--- config.mk ---
export PLATFORM = sky130hd
export DESIGN_NAME = div_unit
export DESIGN_NICKNAME = d
export VERILOG_FILES = /design/src/rtl/div_unit_pkg.sv /design/src/rtl/div_unit.sv
export SDC_FILE = /design/constraint.sdc
export NUM_CORES = 1
export LEC_CHECK = 0
export CORE_UTILIZATION = 52
export CTS_CLUSTER_DIAMETER = 40
export CTS_CLUSTER_SIZE = 25
export DETAILED_ROUTE_END_ITERATION = 12
export PLACE_DENSITY_LB_ADDON = 0.05
export SYNTH_ARGS = -nofsm -noshare
export SYNTH_HDL_FRONTEND = slang
export SYNTH_SLANG_ARGS = --single-unit
--- constraint.sdc ---
create_clock -name clk -period 6.2 [get_ports clk]
set_input_delay 1.24 -clock clk [delete_from_list [all_inputs] [get_ports clk]]
set_output_delay 1.24 -clock clk [all_outputs]
set_load 0.1 [all_outputs]
--- src/rtl/div_unit_pkg.sv ---
// Shared ALU control codes and helpers used by the execute-stage units.
// The divider only needs the two divide codes; the others identify non-divide work.
package div_unit_pkg;

  localparam int XLEN = 32;

  typedef logic [4:0] aluctrl_t;

  localparam aluctrl_t AND_CONTROL  = 5'b00000;
  localparam aluctrl_t OR_CONTROL   = 5'b00001;
  localparam aluctrl_t ADD_CONTROL  = 5'b00010;
  localparam aluctrl_t SUB_CONTROL  = 5'b00110;
  localparam aluctrl_t SLT_CONTROL  = 5'b00111;
  localparam aluctrl_t MULT_CONTROL = 5'b11000;
  localparam aluctrl_t MULTU_CONTROL = 5'b11001;
  localparam aluctrl_t DIV_CONTROL  = 5'b11010;
  localparam aluctrl_t DIVU_CONTROL = 5'b11011;

  // Two's-complement magnitude when neg is set; 0x80000000 maps to itself,
  // which is still the correct unsigned magnitude.
  function automatic logic [XLEN-1:0] magnitude(input logic [XLEN-1:0] v, input logic neg);
    return neg ? (~v + 1'b1) : v;
  endfunction

endpackage

--- src/rtl/div_unit.sv ---
// Iterative 32-bit signed/unsigned divider: one restoring step per cycle,
// result {hi = remainder, lo = quotient}, with flush/hold pipeline handshake.
module div_unit
  import div_unit_pkg::*;
(
  input  logic             clk,
  input  logic             rst,
  input  logic [4:0]       alucontrol,
  input  logic [XLEN-1:0]  a,
  input  logic [XLEN-1:0]  b,
  input  logic             flush,
  input  logic             hold,
  output logic [2*XLEN-1:0] hilo,
  output logic             ready,
  output logic             stall
);

  typedef enum logic [1:0] {
    IDLE = 2'd0,
    ZERO = 2'd1,
    BUSY = 2'd2,
    DONE = 2'd3
  } state_t;

  state_t            state, state_next;
  logic [5:0]        counter;
  logic [XLEN-1:0]   quo, rem, dvs;
  logic              neg_q, neg_r;
  logic              start, is_signed;

  logic [XLEN:0]     partial, diff;
  logic              fits;
  logic [XLEN-1:0]   rem_step, quo_step;
  logic [XLEN-1:0]   quo_fix, rem_fix;

  assign is_signed = (alucontrol == DIV_CONTROL);
  assign start     = ((alucontrol == DIV_CONTROL) || (alucontrol == DIVU_CONTROL)) && !flush;

  // One restoring step: shift the next dividend bit into the partial remainder
  // and subtract the divisor only if it fits.
  assign partial  = {rem, quo[XLEN-1]};
  assign diff     = partial - {1'b0, dvs};
  assign fits     = !diff[XLEN];
  assign rem_step = fits ? diff[XLEN-1:0] : partial[XLEN-1:0];
  assign quo_step = {quo[XLEN-2:0], fits};
  assign quo_fix  = magnitude(quo_step, neg_q);
  assign rem_fix  = magnitude(rem_step, neg_r);

  // NOTE: sequential state uses non-blocking assignments so every register
  // samples the pre-edge values of its neighbours.
  always_ff @(posedge clk or posedge rst) begin
    if (rst) state <= IDLE;
    else     state <= state_next;
  end

  // NOTE: next-state defaults to the current state first, so no path leaves
  // state_next unassigned and no latch is inferred.
  always_comb begin
    state_next = state;
    case (state)
      IDLE: if (start) state_next = (b == '0) ? ZERO : BUSY;
      ZERO: state_next = flush ? IDLE : DONE;
      BUSY: begin
        if (flush)                state_next = IDLE;
        else if (counter == 6'd31) state_next = DONE;
      end
      DONE: if (flush || !hold) state_next = IDLE;
      default: state_next = IDLE;
    endcase
  end

  always_comb begin
    ready = (state == DONE);
    stall = (state == ZERO) || (state == BUSY) || ((state == IDLE) && start);
  end

  always_ff @(posedge clk or posedge rst) begin
    if (rst) begin
      counter <= '0;
      quo     <= '0;
      rem     <= '0;
      dvs     <= '0;
      neg_q   <= 1'b0;
      neg_r   <= 1'b0;
      hilo    <= '0;
    end else begin
      if (state == IDLE && start) begin
        quo     <= magnitude(a, is_signed && a[XLEN-1]);
        dvs     <= magnitude(b, is_signed && b[XLEN-1]);
        rem     <= '0;
        counter <= '0;
        neg_q   <= is_signed && (a[XLEN-1] ^ b[XLEN-1]);
        neg_r   <= is_signed && a[XLEN-1];
      end else if (state == BUSY && !flush) begin
        quo     <= quo_step;
        rem     <= rem_step;
        counter <= counter + 6'd1;
      end
      // The result register only moves on entry to DONE, so flushes and
      // hold periods never disturb the last delivered value.
      if (state_next == DONE && state != DONE)
        hilo <= (state == ZERO) ? '0 : {rem_fix, quo_fix};
    end
  end

endmodule

==> reports/qor.txt, run 1 <==
Post-Syn Instances -> 1,570
Initial Utilization -> 0.5310
CP Capture Point -> hilo[54]$_DFFE_PP0P_
#FFs+latches synth -> 170
CTS Hold Bufs -> 0
Async SR Flop Fraction -> 1.000
n_diodes -> 0
post-synth top area cell -> dfrtp_1
clock-pin slew on the worst setup and hold paths -> 70 ps
Final Setup Violations -> 0
# port buffers -> 138
Area Overhead vs Synth -> 16.76%
YS warnings -> 0
final wirelength -> 37.21 mm
Ports -> 139
Final #Nets -> 1,765
syn_area_per_cell -> 7.963 um2
Worst Tran Pin Value -> 1097 ps
TritonCTS clock tree -> done
WHS -> 476.6 ps
Reg2Reg Setup Slack -> 1390 ps
post-CTS sizing -> 0
skew final -> 17.22 ps
setup TNS -> 0 ps
Initial DRC Count -> 1,172
CP startpoint kind -> flop
Seq/Total Area, Yosys -> 0.3403
min cycle time layout -> 4811 ps
ratio of cells with drive above 1 in the final layout -> 0.04813
cts bufs inserted -> 17
Final Hold Fails -> 0
Core Rows -> 56
CTS max path bufs -> 2
GRT Overall Usage -> 0.3102
Post-synth top flop -> dfrtp_1
Detail Placement HPWL -> 27.57 mm
reg2reg end -> hilo[54]$_DFFE_PP0P_
top cells by area, synth -> dfrtp_1, nand2_1, o21ai_0
post-route ant nets -> 0
Crit. Startpoint -> quo[31]$_DFFE_PP0P_
core area -> 23,540 um2
Synth top area share -> 0.3403
R2R depth -> 14
die area -> 24,670 um2
Root Buffer -> clkbuf_16
Die Width -> 157.1 um
fin crit share -> 0.7759
Vias/cell -> 6.045
DR DRC count -> 1
first-pass GRT wire length -> 59.59 mm
min-delay worst type -> flop to flop
Setup Crit Path Kind -> flop to flop
Worst EP arrival -> 5130 ps
Netlist Area Pre-Place -> 12,500 um2
Post-synth EDFFs -> 0
Yosys cell types -> 85
count leader, synth -> nand2_1
CP max FO -> 46
failing checks -> design-rule violations
largest net degree at the start of global routing -> 122
vias in the first global route -> 10,940
Rel. slew slack -> 0.2684
MaxCap Viol Count -> 0
fin. max-slew vios -> 0
worst r2r src -> quo[31]$_DFFE_PP0P_
WP data required -> 6520 ps
Post-CTS Setup Bufs -> 0
wire per inst -> 18.78 um
clock latency on the worst-skew pair -> 440 ps
DRT Pass-1 Iters -> 11
fillers -> 2,178
synth cell count leaders -> nand2_1, dfrtp_1, nor2_1, o21ai_0, a21oi_1
htree depth -> 4
CP endpoint kind -> flop
fmax -> 207.9 MHz
status -> finished, violations left
via count -> 11,975
initial antenna violation count -> 0
RD Place Congestion -> 0.9670
clk sinks -> 170
GRT overflow -> 0
RSZ-0062 raised after global routing -> false
syn_nets -> 1,686
Die Y -> 157.1 um
state kept, by name, summed over array words and instances (netlist names):
signal	cells
state	2
dvs	32
neg_q	1
quo	32
neg_r	1
hilo	64
counter	6
rem	32
logic make-up after synthesis:
family                     count (synthesis)  share of synthesized area
xor gates and xnor gates                 131                    0.09177
DFF                                      170                     0.3403
muxes                                     22                    0.01791
AOI/OAI and AO/OA                        431                     0.2235
buffers and inverters                    158                    0.05074
and+or+nand+nor                          615                     0.2322
adders and majority gates                 43                    0.04363
layer usage:
metal / vias up / global-route usage / wire length, um / share of wire
met5: - / 0 / 0 / 0
met4: 0 / 0.09061 / 851 / 0.023
met3: 69 / 0.03882 / 2495 / 0.067
met2: 480 / 0.4675 / 16470 / 0.44
met1: 5652 / 0.4625 / 17400 / 0.47
li1: 5774 / - / - / -
layout by cell type (no fill, tap or decap), types with 5 or more instances in the layout:
master	instances
xnor2_1	62
o21ai_0	125
inv_6	6
clkbuf_16	17
clkinvlp_4	5
o41ai_1	11
xor2_1	69
nand3_1	32
and2_1	20
or3_1	14
and3_1	12
a211oi_1	28
nand4_1	17
nor3_1	46
buf_4	16
nor2_1	125
nand3b_1	5
a21o_1	6
clkdlybuf4s50_1	137
o211ai_1	7
or4_1	12
mux2i_1	19
a21oi_1	78
nor2b_1	5
o2111ai_1	5
nand2_1	263
nor4_1	21
a31oi_1	40
o21a_1	8
inv_1	62
nand2b_1	12
ha_1	42
dfrtp_1	170
o31ai_1	55
o31a_1	6
a22o_1	7
worst min-delay path by stage:
| stage | from | to | slack [ps] | cells past startpoint |
|---|---|---|---|---|
| after CTS | hilo[0]$_DFFE_PP0P_ | hilo[0]$_DFFE_PP0P_ | 480 | 2 |
| final | hilo[28]$_DFFE_PP0P_ | hilo[28]$_DFFE_PP0P_ | 480 | 2 |
| after floorplan | dvs[10]$_DFFE_PP0P_ | dvs[10]$_DFFE_PP0P_ | 450 | 2 |
| after global placement | hilo[37]$_DFFE_PP0P_ | hilo[37]$_DFFE_PP0P_ | 460 | 2 |
| after global routing | hilo[30]$_DFFE_PP0P_ | hilo[30]$_DFFE_PP0P_ | 500 | 2 |
| after detailed placement | hilo[25]$_DFFE_PP0P_ | hilo[25]$_DFFE_PP0P_ | 470 | 2 |
through the flow:
stage | cell area (um2) | std cells | setup slack [ps] | utilization
global route | 14600 | 1981 | 1157 | 0.6201
CTS | 14600 | 1981 | 1445 | 0.6201
detailed placement | 14030 | 1949 | 1251 | 0.5961
floorplan | 12500 | 1570 | 356.6 | -
finish | 14600 | 1981 | 1389 | 0.6201
global placement | 14030 | 1949 | 1375 | 0.5961
worst max-delay path, stage by stage, from the launching register on:
cell and delay (ps):
dfrtp_1 400, inv_1 70, ha_1 220, fa_1 440, nor2b_4 170, o31a_4 170
o21ai_2 90, o31a_1 350, a211oi_4 310, buf_4 540, mux2i_1 590, nand2_1 140
or4b_4 570, o31a_1 290, o311ai_1 300
final cells by class:
cell class / count / area (um2) / area share
flip-flops and latches: 170 / 4254 / 0.2914
multi-input cells: 1242 / 7639 / 0.5233
well taps: 319 / 399.1 / 0.02734
clock buffers: 18 / 429.2 / 0.02940
inverters: 65 / 251.5 / 0.01723
clock inverters: 14 / 133.9 / 0.009171
repair buffers: 153 / 1491 / 0.1022
Power of run 1 is not shown: default switching activity piles up to over one toggle a cycle in this logic, so the estimate is an artifact.
==> inputs of run 2 (changes only) <==
Clock period 6.2 ns to 4 ns, I/O delays scaled along.
==> run 2 against run 1 <==
The flow now finishes without violations. Cell area up 8.3%. Die area unchanged. Routed wire length up 5.5%. Sequential share of layout area down 2.2 points. Worst hold slack about the same. Final cell count up 6.7%. Highest routed layer unchanged.
==> reports/qor.txt, run 2 (synthesis results as in run 1) <==
fmax -> 261.6 MHz (was 207.9 MHz)
Rel. slew slack -> 0.2661 (was 0.2684)
reg2reg end -> hilo[54]$_DFFE_PP0P_ (unchanged)
setup slack at placement -> 19.45 ps (was 1251 ps)
R2R depth -> 15 (was 14)
fin. max-slew vios -> 0 (unchanged)
Crit. Startpoint -> quo[31]$_DFFE_PP0P_ (unchanged)
Initial Utilization -> 0.5310 (unchanged)
first-pass GRT wire length -> 62.55 mm (was 59.59 mm)
CP max FO -> 4 (was 46)
CP startpoint kind -> flop (unchanged)
via count -> 12,543 (was 11,975)
clock latency on the worst-skew pair -> 440 ps (about the same)
CTS max path bufs -> 2 (unchanged)
initial antenna violation count -> 0 (unchanged)
CP Capture Point -> hilo[54]$_DFFE_PP0P_ (unchanged)
Final Hold Fails -> 0 (unchanged)
commonest cells after routing, fill and taps aside -> nand2_1, dfrtp_1, buf_4 (was nand2_1, dfrtp_1, clkdlybuf4s50_1)
GRT overflow -> 0 (unchanged)
min-delay worst type -> flop to flop (unchanged)
RSZ-0062 raised after global routing -> true (was false)
Finished Layout Cells -> 2,114 (was 1,981)
Final Setup Violations -> 0 (unchanged)
core area -> 23,540 um2 (unchanged)
WP data required -> 4330 ps (was 6520 ps)
Vias/cell -> 5.933 (was 6.045)
MaxCap Viol Count -> 0 (unchanged)
DR DRC count -> 0 (was 1)
Reg2Reg Setup Slack -> 180 ps (was 1390 ps)
max FFs per register -> 64 (unchanged)
most flop-heavy register -> hilo (unchanged)
skew final -> 12.49 ps (was 17.22 ps)
worst r2r src -> quo[31]$_DFFE_PP0P_ (unchanged)
Setup Crit Path Kind -> flop to flop (unchanged)
# port buffers -> 138 (unchanged)
largest net degree at the start of global routing -> 122 (unchanged)
Cells after DPL -> 2,081 (was 1,949)
Final #Nets -> 1,899 (was 1,765)
CTS Hold Bufs -> 0 (unchanged)
fillers -> 2,051 (was 2,178)
Root Buffer -> clkbuf_16 (unchanged)
status -> finished, final reports clean (was finished, violations left)
Die Y -> 157.1 um (unchanged)
htree depth -> 4 (unchanged)
wire per inst -> 18.56 um (was 18.78 um)
clock-pin slew on the worst setup and hold paths -> 80 ps (was 70 ps)
slack of the critical path -> 177.7 ps (was 1389 ps)
n_diodes -> 0 (unchanged)
most common cell after layout, fill and taps aside -> nand2_1 (unchanged)
GRT Overall Usage -> 0.3278 (was 0.3102)
die area -> 24,670 um2 (unchanged)
Die Width -> 157.1 um (unchanged)
cts bufs inserted -> 17 (unchanged)
TritonCTS clock tree -> done (unchanged)
final wirelength -> 39.24 mm (was 37.21 mm)
DRT Pass-1 Iters -> 5 (was 11)
Ports -> 139 (unchanged)
RD Place Congestion -> 0.9221 (was 0.9670)
Initial DRC Count -> 1,027 (was 1,172)
post-route ant nets -> 0 (unchanged)
fin crit share -> 0.9556 (was 0.7759)
vias in the first global route -> 11,619 (was 10,940)
Area Overhead vs Synth -> 26.43% (was 16.76%)
Detail Placement HPWL -> 30.10 mm (was 27.57 mm)
Worst Tran Pin Value -> 1101 ps (was 1097 ps)
clk sinks -> 170 (unchanged)
Core Rows -> 56 (unchanged)
Worst EP arrival -> 4150 ps (was 5130 ps)
ratio of cells with drive above 1 in the final layout -> 0.1298 (was 0.04813)
CP endpoint kind -> flop (unchanged)
min cycle time layout -> 3822 ps (was 4811 ps)
WHS -> 476.9 ps (was 476.6 ps)
run 2: cell count changes in the layout (fill, tap and decap cells not counted), sizes merged:
cell	delta
clkinv	+3
clkbuf	-1
clkinvlp	-3
buf	+134
run 2: worst max-delay path, cell delays in order, from the launching register on:
cell and delay (ps):
dfrtp_1 380, inv_1 80, ha_2 200, fa_2 240
nor2b_4 60, o31a_4 350, buf_4 150, or3_1 400
a22oi_2 210, nand4_1 120, buf_4 180, nor4_4 160
o21ai_2 100, or4b_4 580, o31a_1 270, o311ai_1 240
run 2: metrics by stage:
stage / setup TNS, ps / utilization / instance area (um2)
after floorplan: -322.6 / - / 12580
after global placement: 0 / 0.6430 / 15140
after detailed placement: 0 / 0.6430 / 15140
after CTS: 0 / 0.6676 / 15720
after global routing: -14.36 / 0.6714 / 15810
final: 0 / 0.6714 / 15810
run 2: layer usage:
layer	routed length [um]	vias up	GRT usage
li1	-	6063	-
met1	18390	5952	0.4844
met2	17110	472	0.4961
met3	2896	56	0.04102
met4	837	0	0.1012
met5	0	-	0
run 2: area by class of cell:
type | count | area [um2] | share of cell area
repair buffers | 287 | 2560 | 0.1620
multi-input cells | 1242 | 7764 | 0.4912
flip-flops and latches | 170 | 4254 | 0.2691
well taps | 319 | 399.1 | 0.02525
clock buffers | 17 | 425.4 | 0.02691
inverters | 65 | 250.2 | 0.01583
clock inverters | 14 | 153.9 | 0.009736
run 2: worst min-delay path by stage:
stage                                 to  cells past startpoint            startpoint  slack (ps)
finish              hilo[26]$_DFFE_PP0P_                      2  hilo[26]$_DFFE_PP0P_         480
global route         dvs[30]$_DFFE_PP0P_                      2   dvs[30]$_DFFE_PP0P_         500
CTS                 hilo[16]$_DFFE_PP0P_                      2  hilo[16]$_DFFE_PP0P_         480
detailed placement  hilo[16]$_DFFE_PP0P_                      2  hilo[16]$_DFFE_PP0P_         470
global placement    hilo[26]$_DFFE_PP0P_                      2  hilo[26]$_DFFE_PP0P_         460
floorplan            dvs[10]$_DFFE_PP0P_                      2   dvs[10]$_DFFE_PP0P_         450
run 2: what timing repair did:
| action | CTS | global route |
|---|---|---|
| buffers inserted | 0 | 2 |
| endpoints found under the setup margin | 0 | 24 |
| gates resized for setup | 0 | 17 |
Power of run 2 is left out for the same reason.
==> inputs of run 3 (changes only) <==
Settings changed: RECOVER_POWER set to 50.
==> run 3 against run 2 <==
The run now ends with max-capacitance violations, max-slew violations left. Non-clock buffer count did not move. Routed wire length down 0.21%. Flip-flop and latch count unchanged. Worst hold slack worse by 6.1 ps. Die area unchanged. Global-route usage unchanged. Critical path depth is the same.
==> reports/qor.txt, run 3 (synthesis results as in run 1) <==
Initial Utilization -> 0.5310 (unchanged)
Final #Nets -> 1,899 (unchanged)
Rel. slew slack -> -0.6649 (was 0.2661)
DR DRC count -> 0 (unchanged)
commonest cells after routing, fill and taps aside -> nand2_1, dfrtp_1, buf_4 (unchanged)
max FFs per register -> 64 (unchanged)
htree depth -> 4 (unchanged)
CP startpoint kind -> flop (unchanged)
Area Overhead vs Synth -> 26.01% (was 26.43%)
GRT Overall Usage -> 0.3278 (unchanged)
cts bufs inserted -> 17 (unchanged)
slack of the critical path -> 175.4 ps (was 177.7 ps)
Vias/cell -> 5.931 (was 5.933)
Worst EP arrival -> 4160 ps (was 4150 ps)
most flop-heavy register -> hilo (unchanged)
CP max FO -> 4 (unchanged)
# port buffers -> 138 (unchanged)
ratio of cells with drive above 1 in the final layout -> 0.1298 (unchanged)
Core Rows -> 56 (unchanged)
clock-pin slew on the worst setup and hold paths -> 80 ps (about the same)
die area -> 24,670 um2 (unchanged)
RSZ-0062 raised after global routing -> true (unchanged)
Setup Crit Path Kind -> flop to flop (unchanged)
RD Place Congestion -> 0.9221 (unchanged)
first-pass GRT wire length -> 62.55 mm (unchanged)
min-delay worst type -> flop to flop (unchanged)
status -> finished, violations left (was finished, final reports clean)
initial antenna violation count -> 0 (unchanged)
Root Buffer -> clkbuf_16 (unchanged)
clk sinks -> 170 (unchanged)
fmax -> 261.5 MHz (was 261.6 MHz)
MaxCap Viol Count -> 3 (was 0)
Hold Startpoint -> hilo[26]$_DFFE_PP0P_ (unchanged)
Detail Placement HPWL -> 30.10 mm (unchanged)
failing checks -> max-capacitance violations, max-slew violations
WHS -> 470.8 ps (was 476.9 ps)
met3 wire length -> 2.829 mm (was 2.896 mm)
TritonCTS clock tree -> done (unchanged)
via count -> 12,539 (was 12,543)
CP endpoint kind -> flop (unchanged)
clock latency on the worst-skew pair -> 440 ps (about the same)
fin. max-slew vios -> 291 (was 0)
min cycle time layout -> 3825 ps (was 3822 ps)
Met2 Routed Length -> 17.00 mm (was 17.11 mm)
vias in the first global route -> 11,619 (unchanged)
worst r2r src -> quo[31]$_DFFE_PP0P_ (unchanged)
Final Hold Fails -> 0 (unchanged)
n_diodes -> 0 (unchanged)
GRT overflow -> 0 (unchanged)
Worst Tran Pin Value -> 2497 ps (was 1101 ps)
setup slack at placement -> 19.45 ps (unchanged)
setup TNS -> 0 ps (unchanged)
wire per inst -> 18.52 um (was 18.56 um)
Ports -> 139 (unchanged)
top sig layer -> met4 (unchanged)
largest net degree at the start of global routing -> 122 (unchanged)
WP data required -> 4330 ps (about the same)
DRT Pass-1 Iters -> 6 (was 5)
Final Setup Violations -> 0 (unchanged)
Die Y -> 157.1 um (unchanged)
Crit. Startpoint -> quo[31]$_DFFE_PP0P_ (unchanged)
core area -> 23,540 um2 (unchanged)
final wirelength -> 39.16 mm (was 39.24 mm)
Initial DRC Count -> 1,056 (was 1,027)
CTS max path bufs -> 2 (unchanged)
skew final -> 12.83 ps (was 12.49 ps)
post-route ant nets -> 0 (unchanged)
fin crit share -> 0.9562 (was 0.9556)
Die Width -> 157.1 um (unchanged)
most common cell after layout, fill and taps aside -> nand2_1 (unchanged)
CTS Hold Bufs -> 0 (unchanged)
met1 wire length -> 18.45 mm (was 18.39 mm)
==> run 3: cell types whose count changed in the layout (fill, tap and decap cells not counted) <==
cell	change
buf_2	+1
clkbuf_2	+4
clkinvlp_4	-1
buf_12	-3
buf_4	-2
dlygate4sd3_1	+23
and2_0	+1
clkdlybuf4s50_1	-23
clkinvlp_2	+1
and2_1	-1
==> run 3: per-stage QoR <==
| step | utilization | cells | instance area, um2 |
|---|---|---|---|
| 2_1_floorplan | - | 1570 | 12580 |
| 3_3_place_gp | 0.6430 | 2081 | 15140 |
| 3_5_place_dp | 0.6430 | 2081 | 15140 |
| 4_1_cts | 0.6676 | 2112 | 15720 |
| 5_1_grt | 0.6692 | 2114 | 15750 |
| 6_report | 0.6692 | 2114 | 15750 |
==> run 3: critical path: stages (launching register included) <==
cell and delay, ps:
dfrtp_1 380, inv_1 80, ha_2 200, fa_2 240, nor2b_4 60, o31a_4 350
buf_4 150, or3_1 400, a22oi_2 210, nand4_1 120, buf_4 180, nor4_4 160
o21ai_2 100, or4b_4 580, o31a_1 270, o311ai_1 240
==> run 3: area by class of cell <==
class / count / area, um2
multi-input combinational: 1242 / 7764
tap: 319 / 399.1
sequential: 170 / 4254
timing repair buffer: 287 / 2510
fill: 2056 / 7789
clock inverter: 14 / 153.9
clock buffer: 17 / 425.4
inverter: 65 / 247.7
==> run 3: timing repair <==
item / 4_1_cts / 5_1_grt
endpoints found under the setup margin: 0 / 24
resized for setup: 0 / 17
buffers inserted: 0 / 2
==> run 3: worst paths after layout <==
check	cells past startpoint	slack, ps	endpoint
setup / recovery	15	180	hilo[54]$_DFFE_PP0P_
hold / removal	2	470	hilo[26]$_DFFE_PP0P_
setup reg to reg	15	180	hilo[54]$_DFFE_PP0P_
hold reg to reg	2	470	hilo[26]$_DFFE_PP0P_
max in group asynchronous	3	620	dvs[0]$_DFFE_PP0P_
min in group asynchronous	2	710	hilo[18]$_DFFE_PP0P_
==> run 3: routing by layer <==
metal,global-route usage,vias up
met5,0,-
met4,0.1012,0
met3,0.04102,58
met2,0.4961,496
met1,0.4844,5925
li1,-,6060
Power of run 3 is left out for the same reason.
